--- config.mk ---
export PLATFORM = sky130hd
export DESIGN_NAME = bit_serializer
export DESIGN_NICKNAME = d
export VERILOG_FILES = /design/src/rtl/bit_serializer.sv
export SDC_FILE = /design/constraint.sdc
export NUM_CORES = 1
export LEC_CHECK = 0
export ABC_AREA = 0
export CAP_MARGIN = 20
export CELL_PAD_IN_SITES_DETAIL_PLACEMENT = 1
export CELL_PAD_IN_SITES_GLOBAL_PLACEMENT = 2
export CORE_MARGIN = 2
export CORE_UTILIZATION = 35
export DETAILED_ROUTE_END_ITERATION = 16
export DONT_BUFFER_PORTS = 1
export PLACE_DENSITY = 0.65
export REMOVE_ABC_BUFFERS = 1
export SLEW_MARGIN = 40
export SYNTH_ARGS = -nofsm -noshare
export SYNTH_HDL_FRONTEND = slang
export SYNTH_SLANG_ARGS = --single-unit
--- constraint.sdc ---
create_clock -name clk -period 2.64 [get_ports clk]
set_input_delay 0.528 -clock clk [delete_from_list [all_inputs] [get_ports clk]]
set_output_delay 0.528 -clock clk [all_outputs]
set_load 0.02 [all_outputs]
--- src/rtl/bit_serializer.sv ---
// rtl/bit_serializer.sv - parallel-to-serial front end with one-word holding register
//
// Ports:
//   clk         rising-edge clock
//   reset       asynchronous active-high reset
//   data_in     WIDTH-bit word to serialize
//   data_valid  data_in carries a word
//   data_ready  a word can be accepted this cycle
//   out_bit     serial stream (IDLE_BIT between words)
//   out_valid   out_bit carries a data bit
//   frame_start out_bit is the first bit of a word
//   busy        shifter active or holding register occupied
module bit_serializer #(
    parameter int WIDTH     = 8,
    parameter bit MSB_FIRST = 1'b1,
    parameter bit IDLE_BIT  = 1'b1
) (
    input  logic             clk,
    input  logic             reset,
    input  logic [WIDTH-1:0] data_in,
    input  logic             data_valid,
    output logic             data_ready,
    output logic             out_bit,
    output logic             out_valid,
    output logic             frame_start,
    output logic             busy
);

    localparam int CW = (WIDTH > 2) ? $clog2(WIDTH) : 1;
    localparam logic [CW-1:0] LAST_CNT = CW'(WIDTH - 1);

    typedef enum logic {
        IDLE,
        SHIFT
    } state_t;

    state_t           state;
    logic [WIDTH-1:0] shift_reg;
    logic [WIDTH-1:0] hold_reg;
    logic             hold_full;
    logic [CW-1:0]    bit_cnt;

    logic             transfer;
    logic             head_bit;
    logic [WIDTH-1:0] shifted;

    assign transfer = data_valid && data_ready;

    // The head of shift_reg is always the bit on the line; shifting moves the
    // next bit of the word into the head position.
    generate
        if (MSB_FIRST) begin : g_msb
            assign head_bit = shift_reg[WIDTH-1];
            assign shifted  = {shift_reg[WIDTH-2:0], 1'b0};
        end else begin : g_lsb
            assign head_bit = shift_reg[0];
            assign shifted  = {1'b0, shift_reg[WIDTH-1:1]};
        end
    endgenerate

    always_ff @(posedge clk or posedge reset) begin
        if (reset) begin
            state     <= IDLE;
            shift_reg <= '0;
            hold_reg  <= '0;
            hold_full <= 1'b0;
            bit_cnt   <= '0;
        end else begin
            case (state)
                IDLE: begin
                    if (transfer) begin
                        shift_reg <= data_in;
                        bit_cnt   <= '0;
                        state     <= SHIFT;
                    end
                end
                SHIFT: begin
                    if (bit_cnt != LAST_CNT) begin
                        shift_reg <= shifted;
                        bit_cnt   <= bit_cnt + 1'b1;
                        if (transfer) begin
                            hold_reg  <= data_in;
                            hold_full <= 1'b1;
                        end
                    end else if (hold_full) begin
                        // Held word takes the shifter first; a simultaneous
                        // transfer refills the slot it just vacated.
                        shift_reg <= hold_reg;
                        bit_cnt   <= '0;
                        if (transfer) begin
                            hold_reg  <= data_in;
                            hold_full <= 1'b1;
                        end else begin
                            hold_full <= 1'b0;
                        end
                    end else if (transfer) begin
                        // Word arriving on the last-bit edge follows with no gap.
                        shift_reg <= data_in;
                        bit_cnt   <= '0;
                    end else begin
                        bit_cnt <= '0;
                        state   <= IDLE;
                    end
                end
                default: begin
                    state     <= IDLE;
                    bit_cnt   <= '0;
                    hold_full <= 1'b0;
                end
            endcase
        end
    end

    // data_ready is forced low while reset is asserted so nothing is taken
    // on the release edge.
    assign data_ready  = !hold_full && !reset;
    assign out_bit     = (state == SHIFT) ? head_bit : IDLE_BIT;
    assign out_valid   = (state == SHIFT);
    assign frame_start = (state == SHIFT) && (bit_cnt == '0);
    assign busy        = (state == SHIFT) || hold_full;

endmodule
==> impl_metrics.toml <==
[pwr]
p_leak_uw = 0.000515
irDropWorstVdd_uv = 409
p_per_area_nw_per_um2 = 1180
p_total_uw = 1350

[sta]
tightest_slew_ps = 634
max_freq_mhz = 506
period_share = 0.748
worst_slack_ps = 664
rsz0062_at_grt = "false"
hold_viol_final = 0
period_needed_ps = 1980
setup_tns_ps = 0
setup_viol = 0
slew_headroom = 0.577
fin_skew_ps = 14.7
maxSlewViolCount = 0

[floorplan]
ios = 16
core_um2 = 3000
die_w_um = 59.9
die_h_um = 59.9
start_util = 0.364
die_area_um2 = 3590
rows = 20

[run_status]
status = "complete, no violations"

[detailed_routing]
drtAntennaViolNets = 0
detail_route.wl_per_cell_um = 17.9
num_vias = 750
dr.first_iter.drc_count = 9
dr.pass1.iters = 5
drc = 0
vias_per_cell = 5.56
wl_um = 2410

[critical_path]
r2r_cells = 5
start_kind = "flip-flop"
worstSetupPathType = "flip-flop to output port"
r2r_end = "hold_reg[6]"
path_max_fanout = 16
rrSetupSlack_ps = 700
crit_path_end = "frame_start"
worstSetupEndpointType = "output port"
r2r_start = "bit_cnt[0]"
required_ps = 2110
crit_path_cell_trace = "nand2_1, nor2_1"
slowest_stage = "dfrtp_1"
arrival_ps = 1450
cp-startpoint = "out_valid"
cpPeakStageDelay_ps = 710

[finish]
diodes = 0
fill_cells = 339
multi_input_area_um2 = 513
regArea_um2 = 526
final_core_util = 0.381
finalNetCount = 117
syn2layout_area_growth_pct = 4.69
final_cell_area_um2 = 1140
post_route_cells_drive_above_1_share = 0.206
mostFrequentLayoutCells = "nand2_1 (22), dfrtp_1 (21), mux2_4 (8), a32oi_1 (7)"
final_common_cell = "nand2_1"

[global_routing]
grt_overflow_total = 0
grt_pass1_vias = 806
grt_pass1_wl_um = 4000
track_usage = 0.153
antenna_found_initial = 0
grt_max_degree = 22

[cts]
numClockSinks = 21
clock-root-buffer = "clkbuf_4"
htreeDepth = 1
cts_tree = "built"
clk_latency_ps = 310
cts_buffers = 3
clk_pin_slew_ps = 130
clockBufferDepth = 2
cts-resized-gates = 0
postCtsHoldBufs = 0
post-cts-setup-buffers = 0

[yosys]
ys.flop_type = "dfrtp_1"
synth_cell_types = 27
ys_seq_area_frac = 0.481
synth_edf_count = 0
synthesis.area_um2 = 1090
synth-seq-cells = 21
syn_inst = 102
yosys_warnings = 0
ys_async_sr_fraction = 1.00
syn_avg_cell_area_um2 = 10.7

[placement]
place.gp.congestion = 0.679
place_ws_ps = 721
port_buffers = 0
post-dp-hpwl_um = 1620
post_dp_cell_area_um2 = 1120

[job]
cap_violations = 0

[worst_hold_path]
hp-class = "primary input to asynchronous set/reset pin"
==> synthesized netlist by cell type (2+ instances only) <==
cell,instances,area share
nand2_1,22,0.076
dfrtp_1,21,0.48
mux2_4,8,0.11
a32oi_1,7,0.056
nand3b_1,6,0.041
o21ai_0,6,0.027
clkbuf_1,3,0.010
ha_1,3,0.034
inv_1,3,0.010
nor2_1,3,0.010
a21oi_1,2,0.0092
buf_2,2,0.0092
o21ai_1,2,0.0092
==> cell families (layout without fill, tap and decap cells) <==
kind of cell | after synthesis | count (layout) | share of synthesized area
simple gates | 37 | 37 | 0.182
compound gates | 20 | 20 | 0.122
flops | 21 | 21 | 0.481
fa+ha+maj | 3 | 3 | 0.0343
mux | 10 | 10 | 0.130
buf+inv | 11 | 11 | 0.0503
==> worst max-delay path: cells and delay by family, from the launching register on <==
family / cells / cell delay [ps]
flip-flops: 1 / 710
AND/OR/NAND/NOR: 2 / 430
==> routing by layer <==
metal	share of wire	global-route usage	vias up
met5	0	0	-
met4	0.0079	0.0286	0
met3	0.043	0.0541	2
met2	0.47	0.228	11
met1	0.48	0.217	381
li1	-	-	356
==> where the power goes <==
group          switching (uW)  leakage [uW]  internal, uW
combinational             285      0.000249           279
clock                     105     0.0000177          56.5
sequential                147      0.000249           481
total                     537      0.000515           816
==> through the flow <==
step,instances,hold WS [ps]
4_1_cts,135,92.7
3_3_place_gp,131,493
3_5_place_dp,131,451
2_1_floorplan,95,472
6_report,135,88.5
5_1_grt,135,92.2
==> how the worst min path moves through the flow <==
stage	startpoint	end	slack [ps]	cells past startpoint
floorplan	hold_reg[1]	hold_reg[1]	470	1
global placement	hold_reg[3]	hold_reg[3]	490	1
detailed placement	reset	hold_reg[2]	450	1
CTS	reset	hold_reg[2]	90	1
global route	reset	hold_reg[2]	90	1
finish	reset	bit_cnt[1]	90	1
==> cell type report <==
class	instances	area share
sequential	21	0.459
multi-input combinational	70	0.448
tap	33	0.0361
clock buffer	3	0.0197
timing repair buffer	3	0.0197
inverter	4	0.0131
clock inverter	1	0.00437
No activity file was read; power rests on OpenSTA's default activity.
